File: src/rtl/uart_pkt_framer_if.sv
// Byte-level start/done handshake between the packet framer and the UART
// byte transmitter. The framer drives the master side.
interface uart_pkt_framer_if;
  logic       tx_start;
  logic [7:0] tx_data;
  logic       tx_busy;
  logic       tx_done;

  modport master (
    output tx_start,
    output tx_data,
    input  tx_busy,
    input  tx_done
  );

  modport slave (
    input  tx_start,
    input  tx_data,
    output tx_busy,
    output tx_done
  );
endinterface

File: src/rtl/uart_pkt_framer.sv
// UART packet framer: snapshots the registered coordinate, timer and status
// fields into a SYNC / payload / XOR-checksum packet. The packet is then
// handed to the byte transmitter one byte at a time.
// One request arriving mid-packet is queued. Further requests are counted
// in merge_cnt. A transmitter that never answers aborts the packet and
// raises the sticky tx_err.
// Optional macro UART_PKT_EOP_EN appends an EOP_BYTE trailer after the
// checksum.
module uart_pkt_framer #(
  parameter logic [7:0] SYNC_BYTE  = 8'hAA,
  parameter logic [7:0] EOP_BYTE   = 8'h55,
  parameter int         TX_TIMEOUT = 100000
) (
  input  logic              clk,
  input  logic              reset,
  input  logic              uart_start,
  input  logic [9:0]        x_min,
  input  logic [9:0]        x_max,
  input  logic [9:0]        y_min,
  input  logic [9:0]        y_max,
  input  logic [4:0]        red_left_time,
  input  logic [4:0]        green_left_time,
  input  logic              traffic_light,
  input  logic              human_violation,
  input  logic              car_violation,
  input  logic              traffic_amount,
  uart_pkt_framer_if.master tx,
  output logic              pkt_busy,
  output logic              pkt_done,
  output logic [7:0]        merge_cnt,
  output logic              tx_err
);

  localparam int TW = $clog2(TX_TIMEOUT);

`ifdef UART_PKT_EOP_EN
  localparam logic [3:0] LAST_IDX = 4'd13;
`else
  localparam logic [3:0] LAST_IDX = 4'd12;
`endif

  typedef enum logic [2:0] {IDLE, SNAP, SEND, WAIT, NEXT, DONE} state_t;

  state_t         state;
  state_t         next_state;

  logic [9:0]     snap_x_min;
  logic [9:0]     snap_x_max;
  logic [9:0]     snap_y_min;
  logic [9:0]     snap_y_max;
  logic [4:0]     snap_red;
  logic [4:0]     snap_green;
  logic [3:0]     snap_flags;

  logic [3:0]     idx;
  logic [7:0]     csum;
  logic [TW-1:0]  to_cnt;
  logic           pending;
  logic           launch;
  logic           timeout_hit;
  logic [7:0]     cur_byte;

  assign timeout_hit = (to_cnt == TW'(TX_TIMEOUT - 1));

  // Select the byte at the current index from the snapshot; index 13 only exists with the trailer
  always_comb begin
    cur_byte = EOP_BYTE;
    case (idx)
      4'd0:    cur_byte = SYNC_BYTE;
      4'd1:    cur_byte = {6'b0, snap_x_min[9:8]};
      4'd2:    cur_byte = snap_x_min[7:0];
      4'd3:    cur_byte = {6'b0, snap_x_max[9:8]};
      4'd4:    cur_byte = snap_x_max[7:0];
      4'd5:    cur_byte = {6'b0, snap_y_min[9:8]};
      4'd6:    cur_byte = snap_y_min[7:0];
      4'd7:    cur_byte = {6'b0, snap_y_max[9:8]};
      4'd8:    cur_byte = snap_y_max[7:0];
      4'd9:    cur_byte = {3'b0, snap_red};
      4'd10:   cur_byte = {3'b0, snap_green};
      4'd11:   cur_byte = {4'b0, snap_flags};
      4'd12:   cur_byte = csum;
      default: cur_byte = EOP_BYTE;
    endcase
  end

  // State register
  always_ff @(posedge clk) begin
    if (reset) begin
      state <= IDLE;
    end else begin
      state <= next_state;
    end
  end

  // Next-state logic for the packet sequencer
  always_comb begin
    next_state = state;
    case (state)
      IDLE: if (uart_start) next_state = SNAP;
      SNAP: next_state = SEND;
      SEND: if (!tx.tx_busy) next_state = WAIT;
      WAIT: begin
        if (tx.tx_done) begin
          next_state = NEXT;
        end else if (timeout_hit) begin
          next_state = IDLE;
        end
      end
      NEXT: next_state = (idx == LAST_IDX) ? DONE : SEND;
      DONE: next_state = pending ? SNAP : IDLE;
      default: next_state = IDLE;
    endcase
  end

  // Handshake and status outputs decoded from the current state
  always_comb begin
    launch      = (state == SEND) && !tx.tx_busy;
    tx.tx_start = launch;
    tx.tx_data  = launch ? cur_byte : 8'h00;
    pkt_done    = (state == DONE);
    pkt_busy    = (state == SNAP) || (state == SEND) ||
                  (state == WAIT) || (state == NEXT);
  end

  // Snapshot, byte index, running checksum, timeout counter and sticky error
  always_ff @(posedge clk) begin
    if (reset) begin
      snap_x_min <= '0;
      snap_x_max <= '0;
      snap_y_min <= '0;
      snap_y_max <= '0;
      snap_red   <= '0;
      snap_green <= '0;
      snap_flags <= '0;
      idx        <= '0;
      csum       <= '0;
      to_cnt     <= '0;
      tx_err     <= 1'b0;
    end else begin
      case (state)
        SNAP: begin
          snap_x_min <= x_min;
          snap_x_max <= x_max;
          snap_y_min <= y_min;
          snap_y_max <= y_max;
          snap_red   <= red_left_time;
          snap_green <= green_left_time;
          snap_flags <= {traffic_amount, car_violation, human_violation, traffic_light};
          idx        <= '0;
          csum       <= '0;
        end
        SEND: begin
          if (launch) begin
            to_cnt <= '0;
            if (idx >= 4'd1 && idx <= 4'd11) begin
              csum <= csum ^ cur_byte;
            end
          end
        end
        WAIT: begin
          if (!tx.tx_done) begin
            if (timeout_hit) begin
              tx_err <= 1'b1;
            end else begin
              to_cnt <= to_cnt + TW'(1);
            end
          end
        end
        NEXT: begin
          if (idx != LAST_IDX) begin
            idx <= idx + 4'd1;
          end
        end
        default: ;
      endcase
    end
  end

  // Queue one request seen while busy and count the ones merged into it
  always_ff @(posedge clk) begin
    if (reset) begin
      pending   <= 1'b0;
      merge_cnt <= 8'h00;
    end else if (state == DONE && pending) begin
      pending <= 1'b0;
      if (uart_start && merge_cnt != 8'hFF) begin
        merge_cnt <= merge_cnt + 8'd1;
      end
    end else if (state != IDLE && uart_start) begin
      if (!pending) begin
        pending <= 1'b1;
      end else if (merge_cnt != 8'hFF) begin
        merge_cnt <= merge_cnt + 8'd1;
      end
    end
  end

endmodule
File: src/flat_wrapper.sv
// flat-port wrapper written by rule: the top's interface ports become plain ports
module uart_pkt_framer_flat 
#(
  parameter logic [7:0] SYNC_BYTE  = 8'hAA,
  parameter logic [7:0] EOP_BYTE   = 8'h55,
  parameter int         TX_TIMEOUT = 100000
)
  (clk, reset, uart_start, x_min, x_max, y_min, y_max, red_left_time, green_left_time, traffic_light, human_violation, car_violation, traffic_amount, pkt_busy, pkt_done, merge_cnt, tx_err, tx_tx_start, tx_tx_data, tx_tx_busy, tx_tx_done);
  uart_pkt_framer_if tx_i ();
  input  logic clk;
  input  logic reset;
  input  logic uart_start;
  input  logic [9:0] x_min;
  input  logic [9:0] x_max;
  input  logic [9:0] y_min;
  input  logic [9:0] y_max;
  input  logic [4:0] red_left_time;
  input  logic [4:0] green_left_time;
  input  logic traffic_light;
  input  logic human_violation;
  input  logic car_violation;
  input  logic traffic_amount;
  output logic pkt_busy;
  output logic pkt_done;
  output logic [7:0] merge_cnt;
  output logic tx_err;
  output wire logic [$bits(tx_i.tx_start)-1:0] tx_tx_start;
  output wire logic [$bits(tx_i.tx_data)-1:0] tx_tx_data;
  input wire logic [$bits(tx_i.tx_busy)-1:0] tx_tx_busy;
  input wire logic [$bits(tx_i.tx_done)-1:0] tx_tx_done;
  assign tx_tx_start = tx_i.tx_start;
  assign tx_tx_data = tx_i.tx_data;
  assign tx_i.tx_busy = tx_tx_busy;
  assign tx_i.tx_done = tx_tx_done;
  uart_pkt_framer #(.SYNC_BYTE(SYNC_BYTE), .EOP_BYTE(EOP_BYTE), .TX_TIMEOUT(TX_TIMEOUT)) u_core (.clk(clk), .reset(reset), .uart_start(uart_start), .x_min(x_min), .x_max(x_max), .y_min(y_min), .y_max(y_max), .red_left_time(red_left_time), .green_left_time(green_left_time), .traffic_light(traffic_light), .human_violation(human_violation), .car_violation(car_violation), .traffic_amount(traffic_amount), .tx(tx_i), .pkt_busy(pkt_busy), .pkt_done(pkt_done), .merge_cnt(merge_cnt), .tx_err(tx_err));
endmodule
File: config.mk
export PLATFORM = sky130hd
export DESIGN_NAME = uart_pkt_framer_flat
export DESIGN_NICKNAME = d
export VERILOG_FILES = /design/src/rtl/uart_pkt_framer_if.sv /design/src/rtl/uart_pkt_framer.sv /design/src/flat_wrapper.sv
export SDC_FILE = /design/constraint.sdc
export NUM_CORES = 1
export LEC_CHECK = 0
export CAP_MARGIN = 15
export CORE_MARGIN = 2
export CORE_UTILIZATION = 45
export CTS_BUF_LIST = sky130_fd_sc_hd__clkbuf_8
export DETAILED_ROUTE_END_ITERATION = 8
export PLACE_DENSITY = 0.69
export SLEW_MARGIN = 20
export SYNTH_ARGS = -nofsm -noshare
export SYNTH_HDL_FRONTEND = slang
export SYNTH_SLANG_ARGS = --single-unit
File: constraint.sdc
create_clock -name clk -period 3.98 [get_ports clk]
set_clock_uncertainty 0.15 [all_clocks]
set_input_delay 0.995 -clock clk [delete_from_list [all_inputs] [get_ports clk]]
set_output_delay 0.995 -clock clk [all_outputs]
set_load 0.01 [all_outputs]
* Word level (Yosys, flattened, before mapping)
Cells that the tools add are included.
Storage, ports and cells: register bits 96, input port bits 59, output and inout port bits 20
Cells by class: add/subtract/negate cells 3, $lt $le $gt $ge 2, eq/ne operators 29, muxes and demuxes 23, bitwise operators 2, reduce and logical (&&, ||, !) cells 25
Operators with widths (number):
- $pmux 8 s13 | 1
- $mux 8 | 8
- $mux 17 | 3
- $pmux 17 s2 | 1
- $eq 4x4->1 const B | 5
- $pmux 3 s6 | 1
- $add 17x1->17 const B | 1
- $eq 17x17->1 const B | 1
- $eq 4x3->1 const B | 4
- $ne 2x2->1 const B | 8
- $pmux 8 s2 | 1
- $mux 3 | 5
- $reduce_bool 2->1 | 6
- $reduce_and 3->1 | 3
- $add 8x1->8 const B | 1
- $eq 4x2->1 const B | 2
- $ne 8x8->1 const B | 1
- $pmux 4 s2 | 1
- $reduce_and 4->1 | 2
- $xor 8x8->8 | 1
- $eq 3x2->1 const B | 2
- $eq 3x3->1 const B | 2
- $logic_and 1x1->1 | 5
- $add 4x1->4 const B | 1
- 16 further kinds | 18

* Longest topological paths before layout
Gate-level depths: netlist of run 1.
depth after elaboration 6, depth in mapped cells 9

* Worst setup path before layout of run 1
Ideal clock, no wire load.
path type register -> output, from register u_core.idx[0], to output port tx_tx_data[0], data arrival time 1763 ps, path slack 1072 ps, cell stages (with the launch flop) 8, path buffers 1, cell sequence dfxtp_1 -> inv_1 -> ha_1 -> buf_2 -> a222oi_1 -> a211oi_1 -> nor4b_1 -> nor2_1
On the way: longest elaborated chain between the ends 3
Ends and longest elaborated chain:
- start: declaration | RTL line uart_pkt_framer.sv:55 | logic [3:0] idx;
- start signal: assignment | RTL line uart_pkt_framer.sv:171 | idx <= idx + 4'd1;
- $eq 4x4->1, or another cell as far along | RTL line uart_pkt_framer.sv:68 | case (idx)
- $pmux 8 s13 * | RTL line uart_pkt_framer.sv:68
- $mux 8 * | RTL line uart_pkt_framer.sv:119 | tx.tx_data = launch ? cur_byte : 8'h00;
- end: declaration | RTL line flat_wrapper.sv:28 | output wire logic [$bits(tx_i.tx_data)-1:0] tx_tx_data;
Mark *: on every way between the ends. The rest lies on a longest branch, timed or not.

* Worst setup path after layout of run 1
Same ends and word-level chain as after synthesis.

==> run_results.csv, run 1 <==
group,metric,value,unit
route,ant_nets,0,
clocking,clk_pin_slew,0.10,ns
timing,fin_crit,3.870,ns
timing,hold_viol_final,0,
setup_path,critPathKind,"reg2out",
synth,synth_ff_type,"dfxtp_1",
global_routing,antenna_found_initial,0,
place,port_buffers,78,
timing,setup_viol_count_final,0,
finish,finalNetCount,720,
setup_path,worstPathMaxFanout,13,
power_and_ir_drop,totalPowerFinal,0.002025,W
die,fp-row-count,37,
setup_path,reg2reg_slack,1.55,ns
clocking,htreeDepth,3,
setup_path,timing.rr.start,"u_core.idx[0]",
min_path,hold_class,"reg2reg",
route,drt_first_iter_violations,211,
die,initial_core_util,45.71,%
finish,synthToLayoutAreaGrowth,24.54,%
route,wl_per_cell,14.98,um
place,dp.cells,779,
job,max-cap-violations,0,
timing,relSlewSlack,61.55,%
finish,design_area,0.005798,mm^2
die,die_width,105.7,um
setup_path,cp_cell_sequence,"inv_1, ha_2, or4_4, o21ai_2, nor4b_2, buf_4, nor2_1, clkdlybuf4s50_1",
global_routing,grt_first_pass_wirelength,19510,um
min_path,min_from,"u_core.snap_y_max[7]",
route,wirelength,11930,um
power_and_ir_drop,peakVddDrop,0.1786,mV
synth,synthesis.nets,657,
setup_path,cpPeakStageDelay,0.57,ns
global_routing,grt_max_degree,55,
route,drcViolationCount,0,
global_routing,gr-total-overflow,0,
place,gp_congestion,0.9013,
clocking,root_buffer,"clkbuf_8",
die,ioPinCount,79,
timing,slew_violations,0,
route,dr_total_vias,4290,
setup_path,crit_path_end_kind,"output port",
clocking,cts.sinks,96,
finish,drive_gt1_share,8.788,%
clocking,tritoncts,"yes",
timing,max_slew.worst_pin.slew,0.5768,ns
power_and_ir_drop,p_leak,1.929,nW
die,die-area,0.01118,mm^2
synth,synthCells,592,
place,dp_hpwl,8580,um
min_path,worstHoldEndpoint,"u_core.snap_y_max[7]",
setup_path,r2r_end,"u_core.csum[0]",
synth,avgSynthCellArea,7.864,um^2
setup_path,critPathSlowestCell,"or4_4",
synth,ys_types,59,
place,postPlaceCellArea,0.005513,mm^2
setup_path,r2r_cells,8,
timing,grt_setup_unrepaired,"yes",
synth,ys_ff_latch,96,
die,core,0.01018,mm^2
setup_path,critical_path_arrival,2.72,ns
route,drt_first_pass_iters,4,
synth,seq_area_frac_synth,41.28,%
min_path,holdPathStages,2,
clocking,cts_buffer_depth,2,
timing,period_share,97.23,%
finish,diodes,0,
power_and_ir_drop,powerDensity,349.2,mW/mm^2
die,die-height,105.7,um
global_routing,grt_pass1_vias,4123,
global_routing,grtUsageTotal,21.76,%
clocking,insertion_delay,0.38,ns
clocking,numCtsBuffers,9,
synth,synth_edf_count,0,
status,status,"complete, no violations",
setup_path,worstSetupStartpointType,"flip-flop",
synth,synthesis.area,0.004656,mm^2
timing,whs,0.3106,ns
route,viasPerCell,5.389,
finish,fillers,987,
synth,yosys_warnings,0,
setup_path,crit_required,2.83,ns
timing,fmax,0.2584,GHz
synth,async_flop_share,0,%
finish,fin_cells,796,
-- kinds of logic (layout without fill, tap and decap cells) --
kind of cell	Yosys count	in the layout	synth area share [%]
muxes	14	14	3.252
DFF	96	96	41.28
and+or+nand+nor	261	261	26.31
adders and majority gates	6	6	1.612
buffers and inverters	52	120	5.187
xor gates and xnor gates	18	18	3.386
AOI/OAI and AO/OA	145	145	18.97
-- routing by layer --
| metal | vias to the layer above | routed length, um | track usage, % |
|---|---|---|---|
| li1 | 2177 | - | - |
| met1 | 1994 | 5613 | 28.92 |
| met4 | 0 | 221 | 7.237 |
| met5 | - | 0 | 0 |
| met2 | 104 | 5557 | 35.67 |
| met3 | 15 | 534 | 3.958 |
-- power breakdown --
part | total [W] | internal, W | switching, W
Combinational | 0.000247 | 0.000121 | 0.000126
Sequential | 0.00104 | 0.00100 | 0.0000366
Clock | 0.000738 | 0.000374 | 0.000363
Total | 0.00202 | 0.00150 | 0.000526
-- registers in the layout, summed over array words and instances, names as in the netlist, 3 cells and up --
name               count
u_core.csum            8
u_core.idx             4
u_core.merge_cnt       8
u_core.snap_flags      4
u_core.snap_green      5
u_core.snap_red        5
u_core.snap_x_max     10
u_core.snap_x_min     10
u_core.snap_y_max     10
u_core.snap_y_min     10
u_core.state           3
u_core.to_cnt         17
-- synthesized netlist by cell type, types with 4 or more instances --
library cell	instances	area (um^2)
nand3b_1	6	45.04
xnor2_1	10	87.58
nand3_1	16	80.08
clkbuf_1	22	82.58
or3_1	16	100.1
mux2_2	5	56.30
xor2_1	8	70.07
ha_1	6	75.07
dfxtp_1	96	1922
o21ai_0	19	95.09
a21oi_1	79	395.4
nor4_1	4	25.02
nor4b_1	4	35.03
inv_1	12	45.04
nand4_1	8	50.05
buf_2	10	50.05
a211oi_1	6	45.04
mux2i_1	8	80.08
nor2_1	38	142.6
a22oi_1	8	60.06
nand2_1	137	514.2
nand2b_1	7	43.79
nor2b_1	8	50.05
-- critical path: cells and delay by family, from the launching register on --
family	cells	cell delay, ns
AND/OR/NAND/NOR	3	0.74
buffers and inverters	3	0.79
adder cells (fa/ha/maj)	1	0.29
flip-flops	1	0.39
AO/OA/AOI/OAI	1	0.13
-- how the worst max path moves through the flow --
stage | cells past startpoint | slack, ns | end | start
finish | 8 | 0.11 | tx_tx_data[0] | u_core.idx[0]
global route | 8 | -0.04 | tx_tx_data[0] | u_core.idx[0]
CTS | 9 | 0.06 | tx_tx_data[1] | u_core.idx[0]
detailed placement | 5 | 0.20 | tx_tx_data[7] | tx_tx_busy
global placement | 5 | 0.24 | tx_tx_data[7] | tx_tx_busy
floorplan | 7 | 1.07 | tx_tx_data[0] | u_core.idx[0]
-- through the flow --
stage / TNS (ns) / setup slack, ns / utilization (%)
2_1_floorplan: 0 / 1.072 / -
3_3_place_gp: 0 / 0.2393 / 54.13
3_5_place_dp: 0 / 0.1998 / 54.13
4_1_cts: 0 / 0.05526 / 56.40
5_1_grt: -0.03967 / -0.03594 / 56.93
6_report: 0 / 0.1101 / 56.93
-- cell type report --
| class | count | area [um^2] | share of cell area, % |
|---|---|---|---|
| well taps | 136 | 170.2 | 2.935 |
| clock inverters | 6 | 90.09 | 1.554 |
| inverters | 12 | 45.04 | 0.7769 |
| repair buffers | 92 | 893.4 | 15.41 |
| multi-input cells | 444 | 2536 | 43.74 |
| clock buffers | 10 | 137.6 | 2.374 |
| flip-flops and latches | 96 | 1926 | 33.21 |
-- cell usage in the layout, fill, tap and decap left out, drive strengths merged, types with 3 or more instances in the layout --
master and n:
a211oi 6, and3 3, xor2 8, nor4b 4
nor2b 8, mux2 6, or3 16, buf 15
o21ai 23, a22oi 8, nand4 8, nor4 4
a21oi 79, nand2 138, clkbuf 10, o22ai 3
xnor2 10, ha 6, nand2b 8, mux2i 8
o221ai 3, clkdlybuf4s50 77, nand3 16, dfxtp 96
nand3b 6, nor2 39, o211ai 3, inv 14
-- repair_timing --
action	4_1_cts	5_1_grt
pin swaps	0	1
gates resized for setup	2	7
hold buffers	0	0
endpoints found under the setup margin	5	5
buffers inserted	0	0
No activity file was read; power rests on OpenSTA's default activity.
==> run 2: changes to the inputs <==
--- a/config.mk
+++ b/config.mk
@@ -5,12 +5,14 @@
 export SDC_FILE = /design/constraint.sdc
 export NUM_CORES = 1
 export LEC_CHECK = 0
+export ABC_AREA = 1
 export CAP_MARGIN = 15
 export CORE_MARGIN = 2
 export CORE_UTILIZATION = 45
 export CTS_BUF_LIST = sky130_fd_sc_hd__clkbuf_8
 export DETAILED_ROUTE_END_ITERATION = 8
 export PLACE_DENSITY = 0.69
+export SETUP_SLACK_MARGIN = 0.4
 export SLEW_MARGIN = 20
 export SYNTH_ARGS = -nofsm -noshare
 export SYNTH_HDL_FRONTEND = slang
==> run 2 against run 1 <==
  * Worst setup slack better by 0.36 ns
  * Power grew 23%
  * Synthesized cell count is 29% higher
  * Highest routed layer unchanged
  * Worst hold slack improved by 0.0017 ns
  * Sequential power is 9.6% higher
  * Critical path type is now in2out
  * Largest power group unchanged
  * Count of clock-buffer cells in the layout decreased by 1
  * Synthesized area rose by 8.5%
==> run_results.csv, run 2 <==
group,metric,value,unit
global_routing,grt_pass1_vias,4436,
setup_path,critPathKind,"in2out",
timing,relSlewSlack,52.91,%
finish,design_area,0.006221,mm^2
setup_path,critical_path_arrival,2.37,ns
route,viasPerCell,5.128,
synth,synth_ff_type,"dfxtp_1",
global_routing,grtUsageTotal,22.98,%
clocking,cts.sinks,96,
setup_path,worstSetupStartpointType,"input port",
power_and_ir_drop,p_leak,2.545,nW
finish,final_cell_mix,"nand2_1, dfxtp_1, nor2_1, a21oi_1",
finish,regMostFlops,"u_core.to_cnt",
route,drt_first_iter_violations,333,
synth,synthesis.area,0.005052,mm^2
die,initial_core_util,46.40,%
timing,fin_crit,3.512,ns
global_routing,use_met3,3.912,%
die,die-area,0.01209,mm^2
die,core,0.01089,mm^2
synth,synth_most_common_cell,"nand2_1",
global_routing,gr-total-overflow,0,
place,postPlaceCellArea,0.005851,mm^2
global_routing,antenna_found_initial,0,
finish,finish.utilization,57.14,%
finish,largest_reg_flops,17,
timing,slew_violations,0,
global_routing,grt_max_degree,60,
synth,synthCells,762,
clocking,insertion_delay,0.38,ns
global_routing,grt_busiest_layer,"met1",
synth,synth_top_area_share,38.04,%
clocking,hold_buffers,0,
setup_path,crit_required,2.83,ns
timing,period_share,88.25,%
power_and_ir_drop,peakVddDrop,0.2174,mV
place,dp_hpwl,9739,um
finish,diodes,0,
clocking,tritoncts,"yes",
timing,max_slew.worst_pin.slew,0.7055,ns
route,drcViolationCount,0,
route,wirelength,13400,um
timing,hold_viol_final,0,
finish,final_common_cell,"nand2_1",
power_and_ir_drop,powerDensity,399.7,mW/mm^2
clocking,htreeDepth,3,
global_routing,grt_first_pass_wirelength,21380,um
synth,seq_area_frac_synth,38.04,%
min_path,hold_class,"reg2reg",
clocking,cts_buffer_depth,2,
timing,setup_viol_count_final,0,
synth,async_flop_share,0,%
global_routing,use_met2,32.95,%
synth,ys_types,33,
place,port_buffers,78,
synth,synth_edf_count,0,
timing,fmax,0.2847,GHz
clocking,root_buffer,"clkbuf_8",
route,dr_total_vias,5005,
route,drt_first_pass_iters,5,
synth,avgSynthCellArea,6.630,um^2
synth,synthesis.nets,827,
clocking,numCtsBuffers,9,
job,max-cap-violations,0,
die,die_width,110.0,um
finish,drive_gt1_share,9.928,%
synth,ys_ff_latch,96,
clocking,clk_pin_slew,0.09,ns
synth,synth.area.top_cells,"dfxtp_1, nand2_1, a21oi_1, nor2_1, inv_1",
synth,synth_area_leader_cell,"dfxtp_1",
setup_path,worstPathMaxFanout,9,
status,status,"complete, no violations",
die,fp-row-count,38,
place,gp_congestion,0.9055,
synth,yosys_warnings,0,
die,die-height,110.0,um
finish,synthToLayoutAreaGrowth,23.13,%
die,ioPinCount,79,
synth,ys_top_cells_by_count,"nand2_1, dfxtp_1, a21oi_1, nor2_1, inv_1",
finish,finalNetCount,896,
global_routing,grtUsageMet1,33.88,%
route,wl_per_cell,13.73,um
setup_path,crit_path_end_kind,"output port",
timing,setup_tns,0,ns
timing,grt_setup_unrepaired,"yes",
route,ant_nets,0,
==> run 2: worst paths after layout <==
path                                      startpoint                   end  slack [ns]  depth (start not counted)
worst min-delay path            u_core.snap_flags[3]  u_core.snap_flags[3]        0.31                          2
worst min register to register  u_core.snap_flags[3]  u_core.snap_flags[3]        0.31                          2
worst max register to register       u_core.state[1]         u_core.idx[3]        1.62                          8
worst max-delay path                      tx_tx_busy         tx_tx_data[1]        0.47                          5
==> run 2: timing repair <==
item,4_1_cts,5_1_grt
pin swaps,0,4
resized for setup,9,17
buffers inserted,0,9
setup endpoints to repair,8,8
==> run 2: cells by family after synthesis <==
| family | share of synthesized area [%] |
|---|---|
| buffers and inverters | 10.15 |
| AO/OA/AOI/OAI | 12.73 |
| XOR/XNOR | 1.734 |
| adder cells (fa/ha/maj) | 1.486 |
| flip-flops | 38.04 |
| AND/OR/NAND/NOR | 35.86 |
==> run 2: critical path, cell delays in order <==
cell,delay [ns]
clkdlybuf4s50_1,0.42
inv_1,0.10
nand2_4,0.11
a21oi_1,0.16
clkdlybuf4s50_1,0.56
==> run 2: final cells by class <==
type | instances | area (um^2)
clock inverters | 7 | 96.34
inverters | 84 | 319.1
fillers | 1093 | 4667
repair buffers | 93 | 902.1
flip-flops and latches | 96 | 1932
well taps | 140 | 175.2
multi-input cells | 547 | 2673
clock buffers | 9 | 123.9
==> run 2: metrics by stage <==
step / power (W) / hold slack, ns / instances / setup slack (ns)
after CTS: 0.002481 / 0.3132 / 967 / 0.4135
after detailed placement: 0.001759 / 0.2993 / 951 / 0.4205
after global routing: 0.002636 / 0.3367 / 976 / 0.3763
after global placement: 0.001740 / 0.2949 / 951 / 0.4512
after floorplan: 0.001569 / 0.2745 / 762 / 1.356
final: 0.002486 / 0.3123 / 976 / 0.4676
==> run 2: routing by layer <==
metal  share of wire, %  vias to the layer above
met5                  0                        -
met4                1.7                        0
met3                6.0                       19
met2                 43                      156
met1                 49                     2265
li1                   -                     2565
==> run 2: report_power, final <==
group          switching [W]  total (W)  internal, W
sequential         0.0000699    0.00114      0.00107
combinational       0.000386   0.000631     0.000245
clock               0.000361   0.000714     0.000353
total               0.000817    0.00249      0.00167
